[src/rtl/sd_window_scheduler.sv]
// Shares one density accumulator across N_CH sigma-delta bitstreams,
// publishing one {channel, ones-count} result per enabled channel per pass.
//
// Ports:
//   clk, rst        rising-edge clock, synchronous active-high reset
//   sd_bs[N_CH]     bitstreams, bit i = channel i
//   ch_en[N_CH]     enable mask, latched at the start of each pass
//   start           begins a pass from IDLE
//   continuous      sampled at pass end, 1 = chain straight into a new pass
//   stop            abort to IDLE, drops any pending result
//   res_valid/ready result handshake, res_data = count, res_ch = channel
//   busy            high whenever not IDLE
//   pass_done       one-cycle pulse after the last result of a pass transfers
module sd_window_scheduler #(
    parameter int N_CH   = 4,
    parameter int PERIOD = 60,
    parameter int WIDTH  = 6,
    parameter int SETTLE = 2,
    localparam int CHW   = (N_CH > 1) ? $clog2(N_CH) : 1
) (
    input  logic             clk,
    input  logic             rst,
    input  logic [N_CH-1:0]  sd_bs,
    input  logic [N_CH-1:0]  ch_en,
    input  logic             start,
    input  logic             continuous,
    input  logic             stop,
    output logic             res_valid,
    input  logic             res_ready,
    output logic [WIDTH-1:0] res_data,
    output logic [CHW-1:0]   res_ch,
    output logic             busy,
    output logic             pass_done
);

    localparam int CNT_MAX  = (PERIOD > SETTLE) ? PERIOD : SETTLE;
    localparam int CW       = $clog2(CNT_MAX + 1);
    localparam int SET_LAST = (SETTLE > 0) ? SETTLE - 1 : 0;

    typedef enum logic [1:0] {
        S_IDLE,
        S_SETTLE,
        S_ACCUM,
        S_PUBLISH
    } state_t;

    // Every channel window is entered through this state.
    localparam state_t FIRST = (SETTLE == 0) ? S_ACCUM : S_SETTLE;

    state_t           state_q, state_d;
    logic [N_CH-1:0]  mask_q;
    logic [CHW-1:0]   ch_q;
    logic [CW-1:0]    cnt_q;
    logic [WIDTH-1:0] sum_q;
    logic [WIDTH-1:0] data_q;
    logic [CHW-1:0]   rch_q;
    logic             valid_q;
    logic             done_q;

    logic [CHW-1:0]   lo_ch, hi_ch;
    logic             lo_found, hi_found;
    logic             bit_in;
    logic             set_last, per_last;

    assign bit_in   = sd_bs[ch_q];
    assign set_last = (cnt_q == CW'(SET_LAST));
    assign per_last = (cnt_q == CW'(PERIOD - 1));

    // lo_*: lowest bit of the live ch_en (pass start).
    // hi_*: next latched channel above the current one.
    always_comb begin
        lo_ch    = '0;
        lo_found = 1'b0;
        hi_ch    = '0;
        hi_found = 1'b0;
        for (int i = N_CH - 1; i >= 0; i--) begin
            if (ch_en[i]) begin
                lo_ch    = CHW'(i);
                lo_found = 1'b1;
            end
            if (mask_q[i] && (CHW'(i) > ch_q)) begin
                hi_ch    = CHW'(i);
                hi_found = 1'b1;
            end
        end
    end

    always_ff @(posedge clk) begin
        if (rst) state_q <= S_IDLE;
        else     state_q <= state_d;
    end

    always_comb begin
        state_d = state_q;
        unique case (state_q)
            S_IDLE:
                if (start && lo_found) state_d = FIRST;
            S_SETTLE:
                if (set_last) state_d = S_ACCUM;
            S_ACCUM:
                if (per_last) state_d = S_PUBLISH;
            S_PUBLISH:
                if (res_ready) begin
                    if (hi_found)
                        state_d = FIRST;
                    else if (continuous && lo_found)
                        state_d = FIRST;
                    else
                        state_d = S_IDLE;
                end
            default:
                state_d = S_IDLE;
        endcase
        if (stop) state_d = S_IDLE;
    end

    always_ff @(posedge clk) begin
        if (rst) begin
            mask_q  <= '0;
            ch_q    <= '0;
            cnt_q   <= '0;
            sum_q   <= '0;
            data_q  <= '0;
            rch_q   <= '0;
            valid_q <= 1'b0;
            done_q  <= 1'b0;
        end else begin
            done_q <= 1'b0;
            if (stop) begin
                valid_q <= 1'b0;
                sum_q   <= '0;
                cnt_q   <= '0;
            end else begin
                unique case (state_q)
                    S_IDLE:
                        if (start && lo_found) begin
                            mask_q <= ch_en;
                            ch_q   <= lo_ch;
                            cnt_q  <= '0;
                            sum_q  <= '0;
                        end
                    S_SETTLE:
                        cnt_q <= set_last ? '0 : cnt_q + CW'(1);
                    S_ACCUM:
                        if (per_last) begin
                            data_q  <= sum_q + WIDTH'(bit_in);
                            rch_q   <= ch_q;
                            valid_q <= 1'b1;
                            sum_q   <= '0;
                            cnt_q   <= '0;
                        end else begin
                            sum_q <= sum_q + WIDTH'(bit_in);
                            cnt_q <= cnt_q + CW'(1);
                        end
                    S_PUBLISH:
                        if (res_ready) begin
                            valid_q <= 1'b0;
                            if (hi_found) begin
                                ch_q <= hi_ch;
                            end else begin
                                done_q <= 1'b1;
                                if (continuous && lo_found) begin
                                    mask_q <= ch_en;
                                    ch_q   <= lo_ch;
                                end
                            end
                        end
                    default: ;
                endcase
            end
        end
    end

    always_comb begin
        busy      = (state_q != S_IDLE);
        res_valid = valid_q;
        res_data  = data_q;
        res_ch    = rch_q;
        pass_done = done_q;
    end

endmodule

[config.mk]
export PLATFORM = sky130hd
export DESIGN_NAME = sd_window_scheduler
export DESIGN_NICKNAME = d
export VERILOG_FILES = /design/src/rtl/sd_window_scheduler.sv
export SDC_FILE = /design/constraint.sdc
export NUM_CORES = 1
export LEC_CHECK = 0
export BUFFER_PORTS_ARGS = -buffer_cell sky130_fd_sc_hd__buf_2
export CELL_PAD_IN_SITES_DETAIL_PLACEMENT = 1
export CELL_PAD_IN_SITES_GLOBAL_PLACEMENT = 2
export CORE_MARGIN = 1.5
export CORE_UTILIZATION = 38
export CTS_BUF_LIST = sky130_fd_sc_hd__clkbuf_2 sky130_fd_sc_hd__clkbuf_4 sky130_fd_sc_hd__clkbuf_8
export DETAILED_ROUTE_END_ITERATION = 16
export GPL_ROUTABILITY_DRIVEN = 0
export PLACE_DENSITY = 0.83
export SETUP_SLACK_MARGIN = 0.15
export SLEW_MARGIN = 5
export SYNTH_ARGS = -nofsm -noshare
export SYNTH_HDL_FRONTEND = slang
export SYNTH_SLANG_ARGS = --single-unit
[constraint.sdc]
create_clock -name clk -period 5.3 [get_ports clk]
set_clock_uncertainty 0.2 [all_clocks]
set_input_delay 0.53 -clock clk [delete_from_list [all_inputs] [get_ports clk]]
set_output_delay 0.53 -clock clk [all_outputs]
set_load 0.005 [all_outputs]
# After elaboration in Yosys (flattened, before gate mapping)
# Index checks and enable logic that the tools add are counted.
op_classes:
  addsub: 2
  n_lt_le_gt_ge: 5
  eq_ne: 12
  muxes: 45
  bitwise: 3
  n_reduce_logical: 21
op_table:
  columns: ["op", "n"]
  rows:
  - ["$mux W2", 16]
  - ["$mux W6", 4]
  - ["$pmux W6 S3", 1]
  - ["$mux W4", 4]
  - ["$mux W1", 14]
  - ["$ne A2 B2 Y1 const B", 6]
  - ["$pmux W6 S2", 1]
  - ["$pmux W2 S4", 1]
  - ["$pmux W4 S2", 1]
  - ["$reduce_bool A2 Y1", 4]
  - ["$add A6 B1 Y6", 1]
  - ["$add A6 B1 Y6 const B", 1]
  - ["$eq A6 B1 Y1 const B", 1]
  - ["$eq A6 B6 Y1 const B", 1]
  - ["$logic_and A1 B1 Y1", 6]
  - ["$reduce_and A3 Y1", 2]
  - ["$reduce_and A6 Y1", 1]
  - ["$reduce_and A5 Y1", 1]
  - ["$eq A2 B2 Y1 const B", 2]
  - ["$gt A1 B2 Y1 const A", 2]
  - ["$gt A2 B2 Y1 const A", 2]
  - ["$pmux W2 S2", 1]
  - ["$reduce_and A2 Y1", 2]
  - ["$reduce_and A4 Y1", 1]
  - ["other kinds (10)", 12]
word_totals:
  regBits: 30
  inputBits: 14
  out_inout_bits: 11
  wordCells: 97

# Longest topological paths before layout
logic_depth:
  depth_word: 9
  depth_mapped: 8
  mapped_depth_nobuf: 7

# Least setup slack after synthesis
# OpenSTA, ideal clock, no wires.
synth_timing:
  path_type: "register to register"
  start: "register ch_q[0]"
  end: "register sum_q[4]"
  arrival_ps: 1816
  required_ps: 4971
  path_slack_ps: 3155
  stages_incl_launch_ff: 9
  path_buffers: 1
  synth_period_minus_slack_ps: 2145
  cell_sequence: "dfxtp_1 -> clkbuf_1 -> mux4_2 -> ha_1 -> ha_1 -> nand3_1 -> xnor2_1 -> a22oi_1 -> nor2_1"
synth_between:
  elab_chain_cells: 5
synth_lines:
  columns: ["item", "line_no", "text"]
  rows:
  - ["from (decl)", "52", "logic [CHW-1:0] ch_q;"]
  - ["from (signal assigned)", "138", "ch_q <= lo_ch;"]
  - ["from (signal assigned)", "159", "ch_q <= hi_ch;"]
  - ["from (signal assigned)", "164", "ch_q <= lo_ch;"]
  - ["$bmux W1 S2", "65", "assign bit_in = sd_bs[ch_q];"]
  - ["$mux W1 (implied by the code)", "65", null]
  - ["$add A6 B1 Y6", "152", "sum_q <= sum_q + WIDTH'(bit_in);"]
  - ["$mux W6", "145", "if (per_last) begin"]
  - ["$pmux W6 S2", "134", "unique case (state_q)"]
  - ["to (signal assigned)", "152", null]
  - ["to (decl)", "54", "logic [WIDTH-1:0] sum_q;"]
# No other way between the ends. The select of a mux whose other input is x is not followed.
# A chain may end at the register's enable or synchronous reset.

# Worst setup path in the final report
layout_timing:
  start: "register ch_q[0]"
  end: "register sum_q[5]"
# Same word-level chain as after synthesis.

==> results.sh <==
export IMPL_status="complete, no violations"
export IMPL_yosys_warnings=0
export IMPL_end_kind="flip-flop"
export IMPL_final_cell_mix="dfxtp_1, buf_2, nor2_1, a21oi_1, ha_1"
export IMPL_drt_total_wl_um=4060
export IMPL_path_cells="mux4_2, ha_1, and3_1, nand3_1, xnor2_1, a22oi_1, nor2_1"
export IMPL_met3_usage_pct=5.17
export IMPL_holdPathEnd="res_valid"
export IMPL_initial_core_util_pct=39.8
export IMPL_hpwl_um=3090
export IMPL_rsz0062_at_grt="false"
export IMPL_syn_num_nets=200
export IMPL_syn_mean_instance_area_sq_um=8.98
export IMPL_antenna_found_initial=0
export IMPL_cpPeakStageDelay_ns=0.55
export IMPL_drv_slew=0
export IMPL_grt_overflow=0
export IMPL_hp_class="flip-flop to flip-flop"
export IMPL_cts_root_buf="clkbuf_8"
export IMPL_viasPerCell=5.46
export IMPL_die_h_um=67.7
export IMPL_layout_nets=224
export IMPL_stdcell_count=252
export IMPL_p_leak_nw=0.718
export IMPL_cts_resized_gates=0
export IMPL_final_common_cell="dfxtp_1"
export IMPL_powerDensity_nw_per_um2=280
export IMPL_clk_latency_ns=0.28
export IMPL_path_clk_slew_ns=0.06
export IMPL_diodes=0
export IMPL_r2r_slack_ns=3.02
export IMPL_die_area_sq_um=4580
export IMPL_fin_crit_ns=2.28
export IMPL_crit_type="flip-flop to flip-flop"
export IMPL_ir_drop_uv=142
export IMPL_vias=1375
export IMPL_synth_edf_count=0
export IMPL_setup_viol=0
export IMPL_period_share_pct=43.0
export IMPL_port_buffers=24
export IMPL_crit_required_ns=5.31
export IMPL_drtPass1Iterations=4
export IMPL_htree_levels=2
export IMPL_gr_usage_met1_pct=23.5
export IMPL_ys_seq_area_share_pct=36.5
export IMPL_hold_path_startpoint="res_valid"
export IMPL_worstHoldPathCells=2
export IMPL_grt_use_total_pct=19.9
export IMPL_grt_pass1_vias=1370
export IMPL_io_pins=25
export IMPL_crit_path_max_fanout=8
export IMPL_fmax_mhz=439
export IMPL_slowest_stage="mux4_2"
export IMPL_rows=23
export IMPL_cp_arrival_ns=2.29
export IMPL_synth_seq_cells=29
export IMPL_cts_sinks=29
export IMPL_cap_violations=0
export IMPL_gr_usage_met2_pct=34.2
export IMPL_reg2reg_from="ch_q[0]"
export IMPL_cts_tree="built"
export IMPL_hold_buffers=0
export IMPL_finalSetupTns_ns=0
export IMPL_drive_gt1_share_pct=22.8
export IMPL_clockBufferDepth=2
export IMPL_drc=0
export IMPL_relSlewSlack_pct=55.2
export IMPL_cts_inserted_buffers=5
export IMPL_die_width_um=67.7
export IMPL_drt_initial_drc_count=42
export IMPL_synthCells=177
export IMPL_synth_cell_types=48
export IMPL_core_area_sq_um=4000
export IMPL_async_flop_share_pct=0
export IMPL_finalHoldViolCount=0
export IMPL_grt_max_degree=15
export IMPL_r2r_end="sum_q[5]"
export IMPL_netlist_area_sq_um=1590
export IMPL_worstRegToRegCells=7
export IMPL_grt_pass1_wl_um=6580
export IMPL_cts_setup_buffers=0
export IMPL_placed_cells=244
export IMPL_top_usage_layer="met2"
export IMPL_worst_pin_slew_ns=0.672
export IMPL_syn2layout_area_growth_pct=17.3
export IMPL_synthFlopType="dfxtp_1"
export IMPL_start_kind="flip-flop"
export IMPL_nFillCells=480
export IMPL_avgRoutedWirePerCell_um=16.1
export IMPL_final_antenna_net_count=0
worst max-delay path, delay by kind of cell, from the launching register on:
family                   cells  cell delay (ns)
flip-flops                   1             0.49
adder cells (fa/ha/maj)      1             0.22
XOR/XNOR                     1             0.15
multiplexers                 1             0.55
AO/OA/AOI/OAI                1             0.11
AND/OR/NAND/NOR              3             0.50
final cells by class:
class                           instances  area, sq um  area share (%)
Clock buffer                            7         90.1            4.83
Clock inverter                          1         30.0            1.61
Inverter                                9         33.8            1.81
Multi-Input combinational cell        132          948            50.8
Sequential cell                        29          581            31.1
Tap cell                               50         62.6            3.35
Timing Repair Buffer                   24          120            6.44
Yosys cell counts (all sizes together), types with 4 or more instances:
master	n	area, sq um
xor2	4	35.0
a21oi	12	67.6
nand2	6	22.5
a311oi	4	35.0
nand4	4	25.0
o21ai	6	33.8
o21bai	4	33.8
nand3	9	50.1
xnor2	5	43.8
a22oi	4	30.0
nor2	24	92.6
dfxtp	29	581
ha	9	113
inv	8	30.0
mux2i	7	70.1
clkbuf	6	22.5
kinds of logic (layout without fill, tap and decap cells):
family / count (synthesis) / after routing / synth area share [%]
buffers and inverters: 16 / 41 / 3.85
xor gates and xnor gates: 9 / 9 / 4.96
DFF: 29 / 29 / 36.5
and+or+nand+nor: 62 / 62 / 20.8
adders and majority gates: 9 / 9 / 7.08
muxes: 8 / 8 / 5.82
AOI/OAI and AO/OA: 44 / 44 / 21.0
state kept, by name (all words and copies together), names as in the netlist:
signal     count
cnt_q          6
ch_q           2
res_data       6
res_valid      1
pass_done      1
sum_q          6
state_q        2
mask_q         3
res_ch         2
metrics by stage:
| stage | hold slack, ns | util, % | instance area, sq um | power [W] | setup WS [ns] |
|---|---|---|---|---|---|
| 6_report | 0.276 | 46.6 | 1870 | 0.000523 | 3.02 |
| 2_1_floorplan | 0.258 | - | 1590 | 0.000268 | 3.15 |
| 4_1_cts | 0.280 | 46.6 | 1870 | 0.000530 | 2.99 |
| 5_1_grt | 0.297 | 46.6 | 1870 | 0.000547 | 2.82 |
| 3_3_place_gp | 0.258 | 43.6 | 1750 | 0.000284 | 3.04 |
| 3_5_place_dp | 0.269 | 43.6 | 1750 | 0.000287 | 2.96 |
where the power goes:
part           internal, W  switching (W)  total [W]
Sequential        0.000222     0.00000534   0.000227
Combinational    0.0000220      0.0000325  0.0000546
Clock             0.000158      0.0000828   0.000241
how the worst max path moves through the flow:
stage	start	slack (ns)	to
floorplan	ch_q[0]	3.15	sum_q[4]
global placement	sd_bs[3]	3.04	sum_q[4]
detailed placement	sd_bs[3]	2.96	sum_q[5]
CTS	ch_q[0]	2.99	sum_q[5]
global route	state_q[0]	2.82	ch_q[1]
finish	ch_q[0]	3.02	sum_q[5]
metal layers:
metal / share of wire [%] / routed length, um
met1: 45 / 1820
met2: 50 / 2050
met3: 3.1 / 124
met4: 1.5 / 62
met5: 0 / 0
Power figures use the tool's default switching activity.
